--- config.mk ---
export PLATFORM = sky130hd
export DESIGN_NAME = cmi_recv_packet_p
export DESIGN_NICKNAME = d
export VERILOG_FILES = /design/src/rtl/cmi_recv_packet_p.sv
export SDC_FILE = /design/constraint.sdc
export NUM_CORES = 1
export LEC_CHECK = 0
export CELL_PAD_IN_SITES_DETAIL_PLACEMENT = 1
export CELL_PAD_IN_SITES_GLOBAL_PLACEMENT = 2
export CORE_MARGIN = 2
export CORE_UTILIZATION = 39
export CTS_BUF_LIST = sky130_fd_sc_hd__clkbuf_16
export CTS_CLUSTER_DIAMETER = 30
export CTS_CLUSTER_SIZE = 20
export DETAILED_ROUTE_END_ITERATION = 6
export GPL_TIMING_DRIVEN = 0
export PLACE_DENSITY = 0.84
export SLEW_MARGIN = 40
export SYNTH_ARGS = -nofsm -noshare
export SYNTH_HDL_FRONTEND = slang
export SYNTH_SLANG_ARGS = --single-unit
--- constraint.sdc ---
create_clock -name i_clk -period 6.25 [get_ports i_clk]
set_input_delay 0.625 -clock i_clk [delete_from_list [all_inputs] [get_ports i_clk]]
set_output_delay 0.625 -clock i_clk [all_outputs]
set_load 0.1 [all_outputs]
--- src/rtl/cmi_recv_packet_p.sv ---
// CMI packet receiver: deframes 6-bit-payload bytes into header + N_WORDS words, checks CRC6,
// and presents packets through a one-deep valid/ready holding register with fault reporting.
module cmi_recv_packet_p #(
  parameter int         HEAD_W      = 8,
  parameter int         WORD_W      = 16,
  parameter int         N_WORDS     = 4,
  parameter int         TIMEOUT_CYC = 100000,
  parameter logic [5:0] CRC_POLY    = 6'h03
) (
  input  logic                        i_clk,
  input  logic                        i_rst_n,
  input  logic                        i_rx_ena,
  input  logic [7:0]                  i_rx_data,
  output logic                        o_pkt_valid,
  input  logic                        i_pkt_ready,
  output logic [HEAD_W-1:0]           o_pkt_head,
  output logic [N_WORDS*WORD_W-1:0]   o_pkt_data,
  output logic                        o_pkt_fault,
  output logic [2:0]                  o_fault_code,
  output logic                        o_pkt_drop,
  output logic                        o_marker_st,
  output logic [1:0]                  o_marker_type,
  output logic [15:0]                 o_err_cnt
);

  localparam int PBITS  = HEAD_W + N_WORDS * WORD_W;
  localparam int PBYTES = (PBITS + 5) / 6;
  localparam int BUF_W  = PBYTES * 6;
  localparam int CNT_W  = $clog2(PBYTES + 1);
  localparam int TMR_W  = (TIMEOUT_CYC > 1) ? $clog2(TIMEOUT_CYC) : 1;

  localparam logic [CNT_W-1:0] LAST_CNT = CNT_W'(PBYTES);
  localparam logic [TMR_W-1:0] TMR_LAST = TMR_W'((TIMEOUT_CYC > 0) ? TIMEOUT_CYC - 1 : 0);
  localparam logic [5:0]       MARKER   = 6'b101101;

  localparam logic [2:0] CODE_MARKER  = 3'd1;
  localparam logic [2:0] CODE_TAG     = 3'd2;
  localparam logic [2:0] CODE_CRC     = 3'd3;
  localparam logic [2:0] CODE_TIMEOUT = 3'd4;

  typedef enum logic [1:0] {S_IDLE, S_RECV, S_CRC} state_t;

  // Bit-serial CRC6 over a whole received byte, bit 0 first.
  function automatic logic [5:0] crc6_byte(input logic [5:0] crc_in, input logic [7:0] d);
    logic [5:0] c;
    logic       fb;
    c = crc_in;
    for (int i = 0; i < 8; i++) begin
      fb = c[5] ^ d[i];
      c  = {c[4:0], 1'b0} ^ (fb ? CRC_POLY : 6'd0);
    end
    return c;
  endfunction

  function automatic logic [15:0] sat_inc16(input logic [15:0] v);
    return (v == 16'hFFFF) ? v : v + 16'd1;
  endfunction

  state_t                     r_state, w_state_nxt;
  logic [5:0]                 r_crc, w_crc_nxt;
  logic [CNT_W-1:0]           r_cnt, w_cnt_nxt, w_cnt_inc;
  logic [TMR_W-1:0]           r_timer;
  logic [BUF_W-1:0]           r_buf;

  logic                       r_valid;
  logic [HEAD_W-1:0]          r_head;
  logic [N_WORDS*WORD_W-1:0]  r_data;
  logic                       r_fault, r_drop, r_mark;
  logic [2:0]                 r_code;
  logic [1:0]                 r_mtype;
  logic [15:0]                r_err;

  logic       w_marker, w_shift, w_abort, w_good, w_to_hit;
  logic       w_accept, w_load, w_drop;
  logic [1:0] w_tag;
  logic [2:0] w_code;

  assign w_marker  = i_rx_ena && (i_rx_data[5:0] == MARKER);
  assign w_tag     = i_rx_data[1:0];
  assign w_cnt_inc = r_cnt + CNT_W'(1);
  assign w_to_hit  = (TIMEOUT_CYC != 0) && (r_state != S_IDLE) && (r_timer == TMR_LAST);

  always_ff @(posedge i_clk or negedge i_rst_n) begin
    if (!i_rst_n) r_state <= S_IDLE;
    else          r_state <= w_state_nxt;
  end

  always_comb begin
    w_state_nxt = r_state;
    w_crc_nxt   = r_crc;
    w_cnt_nxt   = r_cnt;
    w_shift     = 1'b0;
    w_abort     = 1'b0;
    w_good      = 1'b0;
    w_code      = CODE_MARKER;
    if (w_marker) begin
      if (r_state != S_IDLE) begin
        w_abort = 1'b1;
        w_code  = CODE_MARKER;
      end
    end else if (i_rx_ena) begin
      case (r_state)
        S_IDLE: begin
          if (w_tag == 2'b00) begin
            w_shift     = 1'b1;
            w_crc_nxt   = crc6_byte(6'd0, i_rx_data);
            w_cnt_nxt   = CNT_W'(1);
            w_state_nxt = (PBYTES == 1) ? S_CRC : S_RECV;
          end
        end
        S_RECV: begin
          if (w_tag == 2'b10) begin
            w_shift   = 1'b1;
            w_crc_nxt = crc6_byte(r_crc, i_rx_data);
            w_cnt_nxt = w_cnt_inc;
            if (w_cnt_inc == LAST_CNT) w_state_nxt = S_CRC;
          end else begin
            w_abort = 1'b1;
            w_code  = CODE_TAG;
          end
        end
        S_CRC: begin
          if (w_tag != 2'b11) begin
            w_abort = 1'b1;
            w_code  = CODE_TAG;
          end else if (i_rx_data[7:2] != r_crc) begin
            w_abort = 1'b1;
            w_code  = CODE_CRC;
          end else begin
            w_good      = 1'b1;
            w_state_nxt = S_IDLE;
            w_crc_nxt   = 6'd0;
            w_cnt_nxt   = '0;
          end
        end
        default: w_state_nxt = S_IDLE;
      endcase
    end else if (w_to_hit) begin
      w_abort = 1'b1;
      w_code  = CODE_TIMEOUT;
    end
    if (w_abort) begin
      w_state_nxt = S_IDLE;
      w_crc_nxt   = 6'd0;
      w_cnt_nxt   = '0;
    end
  end

  always_ff @(posedge i_clk or negedge i_rst_n) begin
    if (!i_rst_n) begin
      r_crc   <= 6'd0;
      r_cnt   <= '0;
      r_timer <= '0;
    end else begin
      r_crc <= w_crc_nxt;
      r_cnt <= w_cnt_nxt;
      if (i_rx_ena || (r_state == S_IDLE) || w_abort) r_timer <= '0;
      else                                            r_timer <= r_timer + TMR_W'(1);
    end
  end

  // Payload shifts in from the top so byte j lands at bits [j*6 +: 6] once the frame is complete.
  generate
    if (PBYTES == 1) begin : g_buf_one
      always_ff @(posedge i_clk) begin
        if (w_shift) r_buf <= i_rx_data[7:2];
      end
    end else begin : g_buf_shift
      always_ff @(posedge i_clk) begin
        if (w_shift) r_buf <= {i_rx_data[7:2], r_buf[BUF_W-1:6]};
      end
    end
    if (BUF_W > PBITS) begin : g_pad
      logic w_pad_unused;
      assign w_pad_unused = ^r_buf[BUF_W-1:PBITS];
    end
  endgenerate

  assign w_accept = r_valid && i_pkt_ready;
  assign w_load   = w_good && (!r_valid || w_accept);
  assign w_drop   = w_good && !w_load;

  always_ff @(posedge i_clk or negedge i_rst_n) begin
    if (!i_rst_n) begin
      r_valid <= 1'b0;
      r_head  <= '0;
      r_data  <= '0;
      r_fault <= 1'b0;
      r_drop  <= 1'b0;
      r_mark  <= 1'b0;
      r_code  <= 3'd0;
      r_mtype <= 2'd0;
      r_err   <= 16'd0;
    end else begin
      r_fault <= w_abort;
      r_drop  <= w_drop;
      r_mark  <= w_marker;
      if (w_marker) r_mtype <= i_rx_data[7:6];
      if (w_abort)  r_code  <= w_code;
      // Fault and drop are mutually exclusive, so one increment covers both.
      if (w_abort || w_drop) r_err <= sat_inc16(r_err);
      if (w_load) begin
        r_valid <= 1'b1;
        r_head  <= r_buf[HEAD_W-1:0];
        r_data  <= r_buf[HEAD_W +: N_WORDS*WORD_W];
      end else if (w_accept) begin
        r_valid <= 1'b0;
      end
    end
  end

  assign o_pkt_valid   = r_valid;
  assign o_pkt_head    = r_head;
  assign o_pkt_data    = r_data;
  assign o_pkt_fault   = r_fault;
  assign o_fault_code  = r_code;
  assign o_pkt_drop    = r_drop;
  assign o_marker_st   = r_mark;
  assign o_marker_type = r_mtype;
  assign o_err_cnt     = r_err;

endmodule

==> results.md <==
* Outcome: completed
* CTS clock-pin slew for the worst setup and hold paths at 80 ps
* Number of synthesized flops with an enable pin at 72
* Initial core utilization at approximately two fifths
* Post-synthesis cell type count at 59
* Final Max Slew Viols at 0
* Slew headroom at ~55%
* Clk_lat worst skew at 430 ps
* Post-route ant nets at 0
* Maxcap violations at 0
* DR vias at 4,787
* Vias in the first global route at 5,226
* Die area at 0.0217 mm²
* Worst reg2reg path depth at 8
* Mean Syn Cell Area at 14.8 µm²
* WP data required at 6570 ps
* Core area at 0.0202 mm²
* Avg WL per Cell at around 19 µm
* Post-detail-place hpwl at between 10 and 15 mm
* Total wire length at between 15 and 20 mm
* Chip height at 147 µm
* Post-Route Utilization at 47.8%
* Setup Fix Bufs, Post-CTS at 0
* Pwr Total at roughly 3.6 mW
* Max VDD drop at around 0.36 mV
* Longest Clk Path Bufs at 2
* # rows at 52
* CP Max Fanout at 10
* Crit start category: input port
* DRT Pass-1 Iters at 4
* DRC viols at 0
* CTS buffer count at 17
* Critical path class: in -> reg
* Async S/R FF share, synth at a little under two thirds
* Share of layout cells above drive strength 1 at 34.4%
* TritonCTS clock tree: yes
* Die width at between 100 and 150 µm
* Placer Congestion at roughly 0.8
* Fmax at 342 MHz
* H-tree depth at 4
* Setup Viol. Count Final at 0
* Total of warnings raised by yosys at 0
* Root Buffer Master: clkbuf_16
* Area growth, synth to finish at 20.5%
* #FFs+latches synth at between 150 and 200
* Worst hold path type: in -> async
* Grt ovf at 0
* First-pass GRT wire length at 29.0 mm
* CP Capture Type: register
* DR iter-0 viols at 213
* Final min period at 2930 ps
* Global Route Usage Sum at 17.3%
* Pwr per Cell Area at 369 mW/mm²
* Syn Inst Count at approximately 540
* Final Hold Viols at 0
* Clock skew at 13.2 ps
* Cts hold-fix bufs at 0
* Sequential-to-total area share from yosys stat at between 60% and 70%
* Post-cts sizing count at 0
* IO Count at 109
* Layout net count at 699
* Cell Area, Synth at around 0.0080 mm²
* Fin crit share at 46.8%
* Largest net degree at the start of global routing at 69
* Post-synth top flop: dfrtp_1
* Clock sinks at 198
* Ant diodes at 0
* Syn nets at about 570
* Leak at 4.48 nW
* Vias per inst at around 5.0
* Port bufs at 108
* RSZ-0062 raised after global routing: false
* Worst-margin pin slew at about 670 ps
* Worst EP arrival at 3250 ps
* Initial antenna violation count at 0
## placed cells by master (no fill, tap or decap), types with 13 or more instances in the layout
cell type and count:
buf_2 108, clkbuf_16 17, dfrtp_1 126, edfxtp_1 72, ha_1 13, mux2_2 70, nand2_1 34, nand3_1 15
nor2_1 29, xnor2_1 34, xor2_1 17
## metrics by stage
step	setup slack (ps)	cell area, µm²	cells	TNS, ps	hold slack [ps]
2_1_floorplan	1690	8000	542	0	329
3_3_place_gp	-651	9420	920	-120440	422
3_5_place_dp	2890	9070	925	0	431
4_1_cts	3320	9650	957	0	143
5_1_grt	3150	9650	957	0	150
6_report	3320	9650	957	0	129
## final timing paths
kind	startpoint	endpoint	slack (ps)
min in group i_clk	r_buf[15]	r_buf[9]	450
hold reg to reg	r_buf[15]	r_buf[9]	450
max in group asynchronous	i_rst_n	o_pkt_data[62]	5440
hold / removal	i_rst_n	o_pkt_head[2]	130
setup reg to reg	r_state[1]	r_buf[43]	3500
setup / recovery	i_rx_data[6]	r_crc[1]	3320
## synthesized netlist by cell type (3+ instances only)
library cell  number  area, µm²
dfrtp_1          126       3150
edfxtp_1          72       2160
mux2_2            70        788
nand2_1           34        128
xnor2_1           34        298
nor2_1            30        113
xor2_1            17        149
nand3_1           15       75.1
ha_1              13        163
nand4_1           12       75.1
a21oi_1           11       55.1
buf_2             11       55.1
inv_1             11       41.3
and3_1             6       37.5
and4_1             6       52.6
mux2_1             6       67.6
nor3_1             5       25.0
o31ai_1            5       37.5
o21ai_0            4       20.0
or3_1              4       25.0
or2_2              3       18.8
## critical path, stage by stage
cell	delay, ps
clkdlybuf4s50_1	660
xnor2_2	310
nand4_2	210
o21ai_2	300
a21oi_2	200
nor3_2	440
buf_2	320
nand2_1	90
o41ai_1	70
## per-layer routing
metal | vias to the layer above | global-route usage [%] | wire [µm]
met1 | 2444 | 22.2 | 7780
li1 | 2214 | - | -
met3 | 20 | 3.51 | 720
met4 | 0 | 5.96 | 304
met5 | - | 0 | 0
met2 | 109 | 29.3 | 8950
## final cells by class
cell class,count,area (µm²)
buffer,15,85.1
clock buffer,17,425
clock inverter,15,148
fill,2035,10500
inverter,11,41.3
multi-input combinational,318,2570
sequential,198,5320
tap,270,338
timing repair buffer,113,726
## cells by family (layout without fill, tap and decap cells)
logic type                 after synthesis  after routing  synth area share, %
muxes                                   77             77                 10.8
xor gates and xnor gates                53             53                 5.99
and+or+nand+nor                        133            133                 9.35
buffers and inverters                   26            171                 1.58
adders and majority gates               13             13                 2.03
AOI/OAI and AO/OA                       42             42                 3.82
DFF                                    198            198                 66.4
## where the power goes
| group | switching (mW) | internal (mW) |
|---|---|---|
| Sequential | 0.0949 | 1.48 |
| Clock | 0.503 | 0.562 |
| Combinational | 0.662 | 0.252 |
## flip-flops by register name, indices dropped and copies added, names as in the netlist
signal	cells
o_err_cnt	16
o_fault_code	3
o_marker_st	1
o_marker_type	2
o_pkt_data	64
o_pkt_drop	1
o_pkt_fault	1
o_pkt_head	8
o_pkt_valid	1
r_buf	72
r_cnt	4
r_crc	6
r_state	2
r_timer	17
(Power assumes the default switching activity.)
